$ cat src/rtl/tone_pkg.sv
// Shared constants, note tables and helpers for the tone generator.
//   PHASE_W / IDX_W / KEY_W  field widths
//   NOTE_HZ                  pitch of notes 1..21 (C3..B5)
//   asci_to_idx              ASCII key code -> note index (0 = silent)
//   half_period              sys_clk cycles per half tone period
package tone_pkg;

  localparam int unsigned KEY_W     = 8;
  localparam int unsigned IDX_W     = 5;
  localparam int unsigned PHASE_W   = 18;
  localparam int unsigned NUM_NOTES = 21;

  localparam int unsigned NOTE_HZ [NUM_NOTES] = '{
    131, 147, 165, 175, 196, 220, 247,
    262, 294, 330, 349, 392, 440, 494,
    523, 587, 659, 698, 784, 880, 988
  };

  typedef enum logic {
    ST_IDLE = 1'b0,
    ST_PLAY = 1'b1
  } tone_state_e;

  // Keyboard rows Z..M, A..J, Q..U map to octaves 3, 4, 5.
  function automatic logic [IDX_W-1:0] asci_to_idx(input logic [KEY_W-1:0] code);
    case (code)
      8'h5A: return 5'd1;
      8'h58: return 5'd2;
      8'h43: return 5'd3;
      8'h56: return 5'd4;
      8'h42: return 5'd5;
      8'h4E: return 5'd6;
      8'h4D: return 5'd7;
      8'h41: return 5'd8;
      8'h53: return 5'd9;
      8'h44: return 5'd10;
      8'h46: return 5'd11;
      8'h47: return 5'd12;
      8'h48: return 5'd13;
      8'h4A: return 5'd14;
      8'h51: return 5'd15;
      8'h57: return 5'd16;
      8'h45: return 5'd17;
      8'h52: return 5'd18;
      8'h54: return 5'd19;
      8'h59: return 5'd20;
      8'h55: return 5'd21;
      default: return 5'd0;
    endcase
  endfunction

  // Elaboration-time only: clk_hz and idx are constants at every call site.
  function automatic int unsigned half_period(input int unsigned idx, input int unsigned clk_hz);
    if (idx == 0 || idx > NUM_NOTES) return 0;
    return clk_hz / (2 * NOTE_HZ[5'(idx - 1)]);
  endfunction

endpackage

$ cat src/rtl/tone_gen_key_qualifier.sv
// Stability filter for the glitchy combinational key code.
//   sys_clk, rst   clock, synchronous active-high reset
//   key_asci       raw key code
//   commit         one-cycle pulse when a new stable code is accepted
//   committed      last accepted code
module key_qualifier
  import tone_pkg::*;
#(
  parameter int unsigned STABLE_CYCLES = 1000
) (
  input  logic             sys_clk,
  input  logic             rst,
  input  logic [KEY_W-1:0] key_asci,
  output logic             commit,
  output logic [KEY_W-1:0] committed
);

  localparam int unsigned CNT_W = $clog2(STABLE_CYCLES + 1);

  logic [KEY_W-1:0] key_r;
  logic [CNT_W-1:0] stab_cnt;
  logic [CNT_W-1:0] stab_cnt_c;
  logic             commit_c;

  // Count consecutive identical samples, saturating at the threshold so a
  // held code commits exactly once.
  always_comb begin
    stab_cnt_c = stab_cnt;
    commit_c   = 1'b0;
    if (key_asci != key_r) begin
      stab_cnt_c = '0;
    end else if (stab_cnt != CNT_W'(STABLE_CYCLES)) begin
      stab_cnt_c = stab_cnt + CNT_W'(1);
    end
    if ((stab_cnt_c == CNT_W'(STABLE_CYCLES)) && (key_r != committed)) begin
      commit_c = 1'b1;
    end
  end

  always_ff @(posedge sys_clk) begin
    if (rst) begin
      key_r     <= '0;
      stab_cnt  <= '0;
      committed <= '0;
      commit    <= 1'b0;
    end else begin
      key_r    <= key_asci;
      stab_cnt <= stab_cnt_c;
      commit   <= commit_c;
      if (commit_c) begin
        committed <= key_r;
      end
    end
  end

endmodule

$ cat src/rtl/tone_gen.sv
// Square-wave note generator driven by a qualified ASCII key code.
//   sys_clk, rst   clock, synchronous active-high reset
//   key_asci       ASCII key code, 8'h00 = no key
//   spk            speaker drive, 0 when silent
//   playing        high while a note sounds
//   note_idx       0 = silent, 1..21 = C3..B5
module tone_gen
  import tone_pkg::*;
#(
  parameter int unsigned CLK_HZ        = 50_000_000,
  parameter int unsigned STABLE_CYCLES = 1000
) (
  input  logic             sys_clk,
  input  logic             rst,
  input  logic [KEY_W-1:0] key_asci,
  output logic             spk,
  output logic             playing,
  output logic [IDX_W-1:0] note_idx
);

  localparam int unsigned TAB_N = 2 ** IDX_W;

  logic             commit;
  logic [KEY_W-1:0] committed;
  logic [IDX_W-1:0] idx_c;

  key_qualifier #(
    .STABLE_CYCLES(STABLE_CYCLES)
  ) u_key_qualifier (
    .sys_clk  (sys_clk),
    .rst      (rst),
    .key_asci (key_asci),
    .commit   (commit),
    .committed(committed)
  );

  assign idx_c = asci_to_idx(committed);

  // Constant half-period table; entries 0 and 22..31 are unused zeros.
  logic [PHASE_W-1:0] hp_tab [TAB_N];

  for (genvar i = 0; i < TAB_N; i++) begin : g_hp
    localparam int unsigned HP = half_period(i, CLK_HZ);
    if (HP >= 2 ** PHASE_W) begin : g_hp_overflow
      $error("tone_gen: half period of note %0d does not fit the phase counter", i);
    end
    assign hp_tab[i] = PHASE_W'(HP);
  end

  tone_state_e        state;
  tone_state_e        state_c;
  logic [PHASE_W-1:0] phase;
  logic [PHASE_W-1:0] phase_c;
  logic [PHASE_W-1:0] hp_r;
  logic [PHASE_W-1:0] hp_c;
  logic               spk_c;
  logic               playing_c;
  logic [IDX_W-1:0]   note_idx_c;

  // Next-state and next-output logic; a mapped commit always (re)starts
  // the note high with phase 0, an unmapped commit silences it.
  always_comb begin
    state_c    = state;
    phase_c    = phase;
    hp_c       = hp_r;
    spk_c      = spk;
    playing_c  = playing;
    note_idx_c = note_idx;
    case (state)
      ST_IDLE: begin
        if (commit && (idx_c != '0)) begin
          state_c    = ST_PLAY;
          phase_c    = '0;
          hp_c       = hp_tab[idx_c];
          spk_c      = 1'b1;
          playing_c  = 1'b1;
          note_idx_c = idx_c;
        end
      end
      ST_PLAY: begin
        if (commit) begin
          if (idx_c == '0) begin
            state_c    = ST_IDLE;
            phase_c    = '0;
            spk_c      = 1'b0;
            playing_c  = 1'b0;
            note_idx_c = '0;
          end else begin
            phase_c    = '0;
            hp_c       = hp_tab[idx_c];
            spk_c      = 1'b1;
            note_idx_c = idx_c;
          end
        end else if (phase == hp_r - PHASE_W'(1)) begin
          phase_c = '0;
          spk_c   = ~spk;
        end else begin
          phase_c = phase + PHASE_W'(1);
        end
      end
      default: begin
        state_c = ST_IDLE;
      end
    endcase
  end

  always_ff @(posedge sys_clk) begin
    if (rst) begin
      state    <= ST_IDLE;
      phase    <= '0;
      hp_r     <= '0;
      spk      <= 1'b0;
      playing  <= 1'b0;
      note_idx <= '0;
    end else begin
      state    <= state_c;
      phase    <= phase_c;
      hp_r     <= hp_c;
      spk      <= spk_c;
      playing  <= playing_c;
      note_idx <= note_idx_c;
    end
  end

endmodule

$ cat config.mk
export PLATFORM = sky130hd
export DESIGN_NAME = tone_gen
export DESIGN_NICKNAME = d
export VERILOG_FILES = /design/src/rtl/tone_pkg.sv /design/src/rtl/tone_gen_key_qualifier.sv /design/src/rtl/tone_gen.sv
export SDC_FILE = /design/constraint.sdc
export NUM_CORES = 1
export LEC_CHECK = 0
export ABC_AREA = 1
export CELL_PAD_IN_SITES_DETAIL_PLACEMENT = 0
export CELL_PAD_IN_SITES_GLOBAL_PLACEMENT = 1
export CORE_MARGIN = 2
export CORE_UTILIZATION = 30
export DETAILED_ROUTE_END_ITERATION = 10
export PLACE_DENSITY = 0.64
export SETUP_SLACK_MARGIN = 0.4
export SLEW_MARGIN = 20
export SYNTH_ARGS = -nofsm -noshare
export SYNTH_HDL_FRONTEND = slang
export SYNTH_HIERARCHICAL = 1
export SYNTH_SLANG_ARGS = --single-unit
$ cat constraint.sdc
create_clock -name sys_clk -period 3.4 [get_ports sys_clk]
set_clock_uncertainty 0.2 [all_clocks]
set_input_delay 0.34 -clock sys_clk [delete_from_list [all_inputs] [get_ports sys_clk]]
set_output_delay 0.34 -clock sys_clk [all_outputs]
set_load 0.02 [all_outputs]
Word-level counts from Yosys, hierarchy flattened
Memory sizes are Yosys's and may differ from the RTL's.
Cells that the tools add are included.
W data, S select, Z words.
- $add $sub $neg: 3
- order comparisons: 1
- equality and inequality tests: 31
- muxes and demuxes: 29
- bitwise gates (word level): 3
- reduce and logical (&&, ||, !) cells: 8
- operators with widths (operator ; count):
    $eq A8 B7 Y1 const B ; 21
    $mux W18 ; 8
    $pmux W5 S21 ; 1
    $pmux W18 S2 ; 2
    $mux W10 ; 2
    $add A18 B1 Y18 const B ; 1
    $eq A18 B18 Y1 ; 1
    $sub A18 B1 Y18 const B ; 1
    $ne A8 B8 Y1 ; 2
    $mux W5 ; 3
    $add A10 B1 Y10 const B ; 1
    $eq A10 B10 Y1 const B ; 1
    $ne A10 B10 Y1 const B ; 1
    $pmux W5 S2 ; 1
    $mux W1 ; 9
    $ge A6 B6 Y1 const B ; 1
    $not A5 Y6 ; 1
    $pmux W1 S2 ; 3
    $reduce_and A3 Y1 ; 2
    $logic_not A5 Y1 ; 1
    $reduce_bool A5 Y1 ; 1
    $ne A2 B1 Y1 const B ; 2
    $ne A2 B2 Y1 const B ; 2
    $reduce_and A2 Y1 ; 2
    3 further kinds ; 5
- flip-flop bits (word level): 71
- bits in read-only memories: 576
- bits of input ports: 10
- output and inout port bits: 7
- logic and storage cells: 86
- memories kept: 1
- memories (memory ; depth ; width ; read ports ; clocked after memory_dff ; write ports ; line ; RTL):
    (no name shown) ; 32 ; 18 ; 1 ; 0 ; 0 ; tone_gen.sv:90 ; hp_c = hp_tab[idx_c];

Logic depth before layout (Yosys ltp)
Gate-level depths: netlist of the first run.
- depth after elaboration: 9
- gate-level depth with buffers: 19
- mapped depth without buffers: 18

Modules after synthesis
The synthesis of the first run kept the hierarchy.
- by module, submodules not included (module ; instances ; cells an instance ; area an instance (sq um) ; seq. area each (sq um)):
    tone_gen ; 1 ; 653 ; 3696.0 ; 880.8
    key_qualifier ; 1 ; 251 ; 1551.5 ; 540.5

Worst setup path after synthesis of the first run
OpenSTA, ideal clock, no wires.
- kind: register to register
- from: register u_key_qualifier.committed[3]
- to: register phase[14]
- setup time: 0.112 ns
- arrival: 2.301 ns
- path slack: 0.787 ns
- stages on the path, launching flop included: 17
- buffers on the path: 1
- period minus slack after synthesis: 2.613 ns
- cell sequence: dfxtp_1 nor2_2 nand2_1 nand2_1 nand2_1 nand2_1 nor3_1 nand2_1 inv_1 ha_1 nand3_2 o21ai_4 nand2_4 buf_6 a21o_1 nand2_1 nor2_1
- cells in the longest elaborated chain, start to end: 5
- elaborated cells on any way between the ends: 25
- ends and longest elaborated chain (what ; line ; RTL):
    start, declared ; tone_gen_key_qualifier.sv:15 ; output logic [KEY_W-1:0] committed
    start signal, assigned ; tone_gen_key_qualifier.sv:51 ; committed <= key_r;
    $eq A8 B7 Y1 ; tone_pkg.sv:26 ; case (code)
    $pmux W5 S21 (*) ; tone_pkg.sv:26 ;
    $reduce_bool A5 Y1 (*) ; tone_gen.sv:71 ; if (commit && (idx_c != '0)) begin
    $logic_and A1 B1 Y1 (*) ; tone_gen.sv:71 ;
    $ne A2 B2 Y1 (no source line) (*) ; -- ;
    end signal, assigned ; tone_gen.sv:117 ; phase <= phase_c;
    end, declared ; tone_gen.sv:52 ; logic [PHASE_W-1:0] phase;
Mark *: on every way between the ends. The rest lies on a longest branch, timed or not.
A chain may end at the register's enable or synchronous reset.

Worst setup path after layout of the first run
- from: register u_key_qualifier.committed[6]
- to: register hp_r[1]
- cells in the longest elaborated chain, start to end: 9
- elaborated cells on any way between the ends: 36
- ends and longest elaborated chain (what ; line ; RTL):
    $eq A8 B7 Y1 ; tone_pkg.sv:26 ;
    $pmux W5 S21 (*) ; tone_pkg.sv:26 ;
    $not A5 Y6 (not written as such) ; tone_gen.sv:74, tone_gen.sv:90 ;
    $mem_v2 Z32 W18 ; -- ;
    $mux W18 (not written as such) (2 in a row) ; tone_gen.sv:90 ;
    $mux W18 ; tone_gen.sv:82 ; if (idx_c == '0) begin
    $mux W18 ; tone_gen.sv:81 ; if (commit) begin
    $pmux W18 S2 ; tone_gen.sv:69 ; case (state)
    end signal, assigned ; tone_gen.sv:118 ; hp_r <= hp_c;
    end, declared ; tone_gen.sv:54 ; logic [PHASE_W-1:0] hp_r;
Mark *: on every way between the ends. The rest lies on a longest branch, timed or not. The select of a mux whose other input is x is not followed.

==> results of run 1 <==
final timing paths:
check,from,to,slack [ns],depth (start not counted)
setup reg to reg,u_key_qualifier/committed[6],hp_r[1],0.58,15
hold / removal,note_idx[1],note_idx[1],0.26,2
hold reg to reg,note_idx[1],note_idx[1],0.26,2
setup / recovery,u_key_qualifier/committed[6],hp_r[1],0.58,15
state kept, by name, indices dropped and copies added, names as in the netlist, named ones only:
register and flops:
phase 18, playing 1, u_key_qualifier/stab_cnt 10, u_key_qualifier/key_r 8
spk 1, u_key_qualifier/committed 8, note_idx 5, u_key_qualifier/commit 1
hp_r 18
power groups by stage:
stage | combinational, mW | sequential, mW | clock (mW)
2_1_floorplan | 0.0407 | 0.860 | 0
3_3_place_gp | 0.0661 | 0.862 | 0
3_5_place_dp | 0.0650 | 0.862 | 0
4_1_cts | 0.0651 | 0.843 | 0.948
5_1_grt | 0.0732 | 0.844 | 0.984
6_report | 0.0637 | 0.844 | 0.925
per-layer routing:
| layer | GRT usage | wire length (um) |
|---|---|---|
| met2 | 0.275 | 6820 |
| met4 | 0.0503 | 208 |
| met1 | 0.223 | 7400 |
| met3 | 0.0257 | 358 |
| met5 | 0 | 0 |
final cells by class:
| class | count | area, um2 | area share |
|---|---|---|---|
| multi-input combinational | 686 | 3260 | 0.545 |
| sequential | 71 | 1430 | 0.238 |
| inverter | 130 | 488 | 0.0814 |
| clock buffer | 14 | 284 | 0.0474 |
| tap | 225 | 282 | 0.0470 |
| timing repair buffer | 28 | 250 | 0.0418 |
logic make-up after synthesis:
logic type      share of synthesized area
simple gates                        0.467
buf+inv                             0.111
compound gates                     0.0887
flops                               0.271
xor+xnor                           0.0334
fa+ha+maj                          0.0286
placed cells by master (no fill, tap or decap), drive strengths merged:
cell,instances
xnor2,9
nor2,149
clkinv,4
o22ai,1
xor2,11
nand4,14
a31oi,6
a21o,1
nor3,13
nand2,300
ha,12
o21ai,35
clkdlybuf4s50,16
inv,126
o211ai,2
nor4,3
dfxtp,71
and2,1
clkbuf,14
nand3,78
a21oi,41
nand3b,6
buf,12
o21bai,1
or2,3
worst max-delay path, cell delays in order, from the launching register on:
cell,delay (ns)
dfxtp_1,0.37
nand2_1,0.11
nor2_2,0.32
nand2_1,0.09
nor2_1,0.19
nor3_2,0.08
nand2_1,0.08
inv_1,0.10
ha_1,0.22
nand3_2,0.10
o21ai_4,0.10
buf_4,0.17
inv_2,0.26
nand2_1,0.12
nor2_1,0.15
nor2_1,0.06
per-stage QoR:
stage               hold WS [ns]   util  cells
global placement           0.256  0.330   1138
CTS                        0.270  0.347   1154
detailed placement         0.262  0.330   1138
floorplan                  0.257      -    904
finish                     0.265  0.349   1154
global route               0.304  0.349   1154
timing repair:
action | 4_1_cts | 5_1_grt
gates resized for setup | 0 | 7
buffers inserted | 2 | 0
pin swaps | 1 | 1
setup endpoints to repair | 14 | 39
endpoints found under the hold margin | 0 | 0
==> reports/results.tsv, run 1 <==
metric	value	unit
tritoncts	yes	
drive_gt1_frac	0.0775	
hold_class	reg -> reg	
dpl_cell_area	5670	um2
clock_latency	0.34	ns
root_buffer	clkbuf_16	
globalRouteTotalUtil	0.167	
placement.io_buffers	16	
synthesis.area	5250	um2
areaGrowthSynthToFinish	14.2	%
drv_cap	0	
setup_violations	0	
grt_pass1_vias	4955	
n_antenna_cell	0	
drt_iter0_markers	376	
required	3.42	ns
ys_seq_elements	71	
period_needed	2.82	ns
maxSlewViolCount	0	
rows	48	
avgRoutedWirePerCell	12.8	um
status	finished clean	
synthCells	904	
antenna_found_initial	0	
numCtsBuffers	9	
dp_slack	0.255	ns
switching_share	0.220	
yosysSeqAreaShare	0.271	
synth.distinct_cells	36	
synth_top_area_frac	0.271	
cp.arrival	2.84	ns
synth_common_cells	nand2_1, nor2_1, inv_1	
drc	0	
power_leakage	2.79	nW
path_clk_slew	0.06	ns
synthFlopType	dfxtp_1	
synth_nets	926	
coreArea	17200	um2
fin_area	5990	um2
peakVddDrop	227	uV
max_freq	355	MHz
routed_wl	14800	um
finalCritPeriodShare	0.830	
power_density	306	nW/um2
power_frac_comb	0.035	
finalHoldViolCount	0	
worst_slew_pin_slew	0.628	ns
cts_buffer_depth	2	
h-tree-depth	3	
fill_cells	1988	
grt_start_max_net_pins	23	
die_h	136	um
dieArea	18600	um2
grt_pass1_wl	24400	um
dp_hpwl	11500	um
floorplan.initialDensity	0.306	
setup_ws	0.579	ns
cellInternalPower	1.43	mW
synth.largest_area_cell	dfxtp_1	
cts_num_sinks	71	
ys_warn_count	6	
worstSetupEndpointType	flop	
slew_headroom	0.580	
p_seq_frac	0.460	
dieWidth	136	um
fin_nets	948	
holdBufCountCts	0	
avgSynthCellArea	5.80	um2
setup_tns	0	ns
cp-start-kind	flop	
power_frac_clock	0.505	
grt_overflow	0	
io_pins	17	
gp_congestion	0.890	
synth_area_leaders	dfxtp_1, nand2_1, nor2_1	
rsz0062_at_grt	true	
yosysMostFrequentCell	nand2_1	
power.switching	0.403	mW
drt-pass1-iter-count	4	
synth_edf_count	0	
ant_nets	0	
worst-path-max-fanout	22	
vias	5368	
power	1.83	mW
critPathKind	reg -> reg	
async_flop_share	0	
routed_via_density	4.65	
Power figures use the tool's default switching activity.
==> run 2: changes to the inputs <==
- clock period: 3.4 -> 2.8 ns (I/O delays scaled with it)
==> run 2 against run 1 <==
Against the previous run: flip-flop and latch count unchanged; cell count is 3.7% higher; sequential share of layout area decreased by 2.3 points; critical endpoint is now phase[8]; first-iteration DRC count is 7.2% lower; power grew 25%.
==> reports/results.tsv, run 2 (synthesis gave the netlist of run 1 again) <==
metric	value	unit	change
drc	0		unchanged
fin_nets	990		+4.4%
gp_congestion	0.863		-3.0%
cts_num_sinks	71		unchanged
crit_path_max_incr_delay	0.38	ns	about the same
root_buffer	clkbuf_16		
h-tree-depth	3		unchanged
fill_cells	1946		-2.1%
finalHoldViolCount	0		unchanged
power	2.28	mW	+25%
dp_slack	0.170	ns	-0.0854 ns
dieArea	18600	um2	unchanged
slew_headroom	0.663		+0.0831
mostFrequentLayoutCells	nand2_1, nor2_1, inv_1		
period_needed	2.43	ns	-0.390 ns
areaGrowthSynthToFinish	27.8	%	
grt_pass1_wl	25900	um	+6.0%
cp-start-kind	flop		
setup_tns	0	ns	unchanged
switching_share	0.232		+0.0117
fin_area	6710	um2	+12%
dp_hpwl	11800	um	+2.1%
power.switching	0.529	mW	+31%
antenna_found_initial	0		unchanged
status	finished clean		
clock_latency	0.35	ns	about the same
reg2reg_slack	0.37	ns	-0.21 ns
n_antenna_cell	0		unchanged
cp.arrival	2.51	ns	-0.33 ns
dieWidth	136	um	unchanged
stdcell_count	1197		+3.7%
rsz0062_at_grt	true		
routed_via_density	4.64		-0.20%
cp_num_buf_inv	4		+1
hold_class	reg -> reg		
dpl_cell_area	5780	um2	+1.9%
grt_overflow	0		unchanged
path_cells	buf_6 > nand2_2 > inv_2 > nand2_2 > nor2_4 > nor3_4 > nand2_2 > inv_4 > ha_4 > nand3_4 > o21ai_4 > nand2_4 > buf_4 > nand2_1 > nand3_1 > nor2_1		
multi_input_area	3610	um2	+11%
vias	5557		+3.5%
power_frac_clock	0.517		+0.012
worst_slew_pin_slew	0.504	ns	-0.124 ns
avgRoutedWirePerCell	13.4	um	+4.4%
worst-path-max-fanout	8		-64%
holdBufCountCts	0		unchanged
ff_latch_area	1440	um2	+1.1%
placedCellCount	1146		+0.70%
peakVddDrop	284	uV	+25%
grt_start_max_net_pins	23		unchanged
final_common_cell	nand2_1		
routed_wl	16000	um	+8.3%
power_leakage	3.07	nW	+10%
cellInternalPower	1.75	mW	+23%
floorplan.initialDensity	0.306		unchanged
cts_buffer_depth	2		unchanged
drt-pass1-iter-count	6		+2
finalCritPeriodShare	0.868		+0.0383
crit_top_cell	nand2_2		
worstSetupEndpointType	flop		
critPathKind	reg -> reg		
setup_ws	0.370	ns	-0.210 ns
power_density	340	nW/um2	+11%
drive_gt1_frac	0.202		+0.124
drv_cap	0		unchanged
setup_violations	0		unchanged
rows	48		unchanged
path_clk_slew	0.06	ns	about the same
whs	0.264	ns	-0.00108 ns
drt_iter0_markers	349		-7.2%
postLayoutCoreUtil	0.391		+0.0417
ant_nets	0		unchanged
p_seq_frac	0.447		-0.013
reg.largest.list	hp_r: 18 flops, phase: 18 flops, u_key_qualifier/stab_cnt: 10 flops		
tritoncts	yes		
die_h	136	um	unchanged
io_pins	17		unchanged
required	2.88	ns	-0.54 ns
power_frac_comb	0.036		about the same
globalRouteTotalUtil	0.178		+0.0109
slowest_stage	dfxtp_4		
maxSlewViolCount	0		unchanged
numCtsBuffers	9		unchanged
cpLargestDelayFamily	simple AND/OR/NAND/NOR gates		
max_freq	411	MHz	+16%
coreArea	17200	um2	unchanged
grt_pass1_vias	5250		+6.0%
placement.io_buffers	16		unchanged
[run 2: cell types whose count changed in the layout (fill, tap and decap cells not counted), moves of 6 or more]
| cell | delta |
|---|---|
| o21ai_0 | -6 |
| buf_4 | +29 |
| nand2_1 | -30 |
| buf_6 | +7 |
| inv_2 | +6 |
| nand3_1 | -6 |
| inv_1 | -12 |
| nand3_2 | +6 |
| nor2_1 | -14 |
| ha_1 | -6 |
| nor2_4 | +13 |
| nand2_4 | +6 |
| nand2_2 | +25 |
[run 2: cell type report]
cell class / count / share of cell area
tap: 225 / 0.0420
multi-input combinational: 690 / 0.538
clock buffer: 10 / 0.0356
timing repair buffer: 66 / 0.0852
clock inverter: 5 / 0.00877
inverter: 130 / 0.0753
sequential: 71 / 0.215
[run 2: power groups by stage]
stage                     clock (mW)  combinational [mW]  sequential [mW]
after detailed placement           0              0.0791             1.05
after global placement             0              0.0797             1.05
after floorplan                    0              0.0495             1.04
final                           1.18              0.0814             1.02
after CTS                       1.22              0.0810             1.02
after global routing            1.25              0.0940             1.02
[run 2: worst paths after layout]
kind,startpoint,to,cells after the start
worst min register to register,note_idx[2],note_idx[2],2
worst max register to register,u_key_qualifier/committed[3],phase[8],16
worst max-delay path,u_key_qualifier/committed[3],phase[8],16
worst min-delay path,note_idx[2],note_idx[2],2
[run 2: worst min-delay path: stages, from the launching register on]
cell and delay [ns]:
dfxtp_1 0.31, nand2_1 0.06, a21oi_1 0.05
[run 2: metal layers]
layer	wire length, um	share of wire	GRT usage	vias up
li1	-	-	-	2963
met1	7640	0.48	0.229	2500
met2	7610	0.48	0.298	77
met3	516	0.032	0.0350	17
met4	248	0.015	0.0550	0
met5	0	0	0	-
[run 2: timing repair]
item | in CTS | in global routing
pin swaps | 16 | 26
resized for setup | 49 | 66
endpoints found under the hold margin | 0 | 0
gates cloned | 2 | 4
setup endpoints to repair | 39 | 51
buffers inserted | 17 | 13
==> run 3: changes to the inputs <==
- clock period: 2.8 -> 2.9 ns (I/O delays scaled with it)
==> run 3 against run 2 <==
Against the previous run: flip-flop and latch count unchanged; non-clock buffer count down 19; core utilization is 1.7 points lower.
==> reports/results.tsv, run 3 (synthesis gave the netlist of run 1 again) <==
metric	value	unit	change
status	finished clean		
coreArea	17200	um2	unchanged
setup_tns	0	ns	unchanged
power_leakage	2.98	nW	-2.8%
grt_overflow	0		unchanged
reg.largest.list	hp_r: 18 flops, phase: 18 flops, u_key_qualifier/stab_cnt: 10 flops		
setup_ws	0.396	ns	+0.0262 ns
cts_buffer_depth	2		unchanged
rsz0062_at_grt	true		
dp_hpwl	11700	um	-0.42%
rows	48		unchanged
path_clk_slew	0.06	ns	about the same
n_antenna_cell	0		unchanged
crit_start	u_key_qualifier/committed[1]		
drv_cap	0		unchanged
clock_latency	0.34	ns	about the same
postLayoutCoreUtil	0.374		-0.0166
power.switching	0.514	mW	-2.8%
critPathKind	reg -> reg		
numCtsBuffers	9		unchanged
mostFrequentLayoutCells	nand2_1, nor2_1, inv_1		
peakVddDrop	257	uV	-9.4%
worstSetupEndpointType	flop		
drt-pass1-iter-count	5		-1
grt_start_max_net_pins	31		+35%
io_pins	17		unchanged
cp_num_buf_inv	5		+1
cp-start-kind	flop		
placedCellCount	1145		-0.087%
period_needed	2.50	ns	+0.0738 ns
drt_iter0_markers	266		-24%
worst-path-max-fanout	8		unchanged
crit_path_max_incr_delay	0.38	ns	about the same
finalCritPeriodShare	0.863		-0.00448
fin_area	6420	um2	-4.3%
maxSlewViolCount	0		unchanged
gp_congestion	0.873		+1.2%
slew_headroom	0.640		-0.0227
switching_share	0.233		+0.00117
dieArea	18600	um2	unchanged
placement.io_buffers	16		unchanged
power	2.21	mW	-3.3%
stdcell_count	1176		-1.8%
vias	5560		+0.054%
power_density	344	nW/um2	+0.99%
dpl_cell_area	5750	um2	-0.46%
grt_pass1_wl	25000	um	-3.4%
die_h	136	um	unchanged
fin_nets	968		-2.2%
routed_via_density	4.73		+1.8%
worst_slew_pin_slew	0.535	ns	+0.0306 ns
root_buffer	clkbuf_16		
grt_pass1_vias	5023		-4.3%
whs	0.267	ns	+0.00373 ns
floorplan.initialDensity	0.306		unchanged
tritoncts	yes		
cp.arrival	2.54	ns	+0.03 ns
drive_gt1_frac	0.149		-0.0523
p_seq_frac	0.446		about the same
slowest_stage	dfxtp_4		
setup_violations	0		unchanged
final_common_cell	nand2_1		
power_frac_clock	0.519		+0.002
cpLargestDelayFamily	simple AND/OR/NAND/NOR gates		
required	2.93	ns	+0.05 ns
max_freq	399	MHz	-2.9%
drc	0		unchanged
timing.rr.start	u_key_qualifier/committed[1]		
dieWidth	136	um	unchanged
h-tree-depth	3		unchanged
routed_wl	15600	um	-2.5%
finalHoldViolCount	0		unchanged
avgRoutedWirePerCell	13.3	um	-0.81%
ant_nets	0		unchanged
hold_class	reg -> reg		
areaGrowthSynthToFinish	22.4	%	
dp_slack	0.171	ns	+0.00157 ns
path_cells	inv_4 > nand2_2 > inv_2 > nor2_2 > nor2_2 > nor3_4 > nand2_2 > inv_2 > ha_4 > nand3_4 > o21ai_4 > nand2_4 > clkbuf_16 > nand3_1 > nand2_1 > inv_1 > nor2_1		
cellInternalPower	1.69	mW	-3.5%
power_frac_comb	0.035		about the same
cts_num_sinks	71		unchanged
antenna_found_initial	0		unchanged
globalRouteTotalUtil	0.172		-0.00600
hp-start	note_idx[1]		
-- run 3: worst min-delay path, delay by kind of cell, from the launching register on --
kind / cells / cell delay (ns)
flops: 1 / 0.31
simple gates: 1 / 0.06
compound gates: 1 / 0.05
-- run 3: area by class of cell --
cell class,count,area [um2]
Fill cell,1931,10800
Multi-Input combinational cell,687,3460
Sequential cell,71,1440
Inverter,130,499
Timing Repair Buffer,47,444
Tap cell,225,282
Clock buffer,10,239
Clock inverter,6,60.1
-- run 3: worst paths after layout --
check	cells after the start	endpoint	slack [ns]
hold reg to reg	2	note_idx[1]	0.27
setup / recovery	17	phase[2]	0.40
hold / removal	2	note_idx[1]	0.27
setup reg to reg	17	phase[2]	0.40
-- run 3: repair_timing --
action                                 4_1_cts  5_1_grt
setup buffers                                6        5
pin swaps                                    4       18
hold buffers                                 0        0
endpoints found under the hold margin        0        0
gates resized for setup                     18       54
cloned                                       1        3
setup endpoints to repair                   44       43
-- run 3: power groups by stage --
stage                     clock network (mW)  registers (mW)  logic [mW]
after floorplan                            0            1.01      0.0478
after global placement                     0            1.01      0.0786
after detailed placement                   0            1.01      0.0786
after CTS                               1.18           0.987      0.0791
after global routing                    1.22           0.985      0.0903
final                                   1.14           0.984      0.0780
-- run 3: routing by layer --
metal  global-route usage  part of all wire  vias up
li1                     -                 -     2916
met1                0.224              0.48     2514
met2                0.287              0.47      109
met3               0.0287             0.036       21
met4               0.0561             0.017        0
met5                    0                 0        -
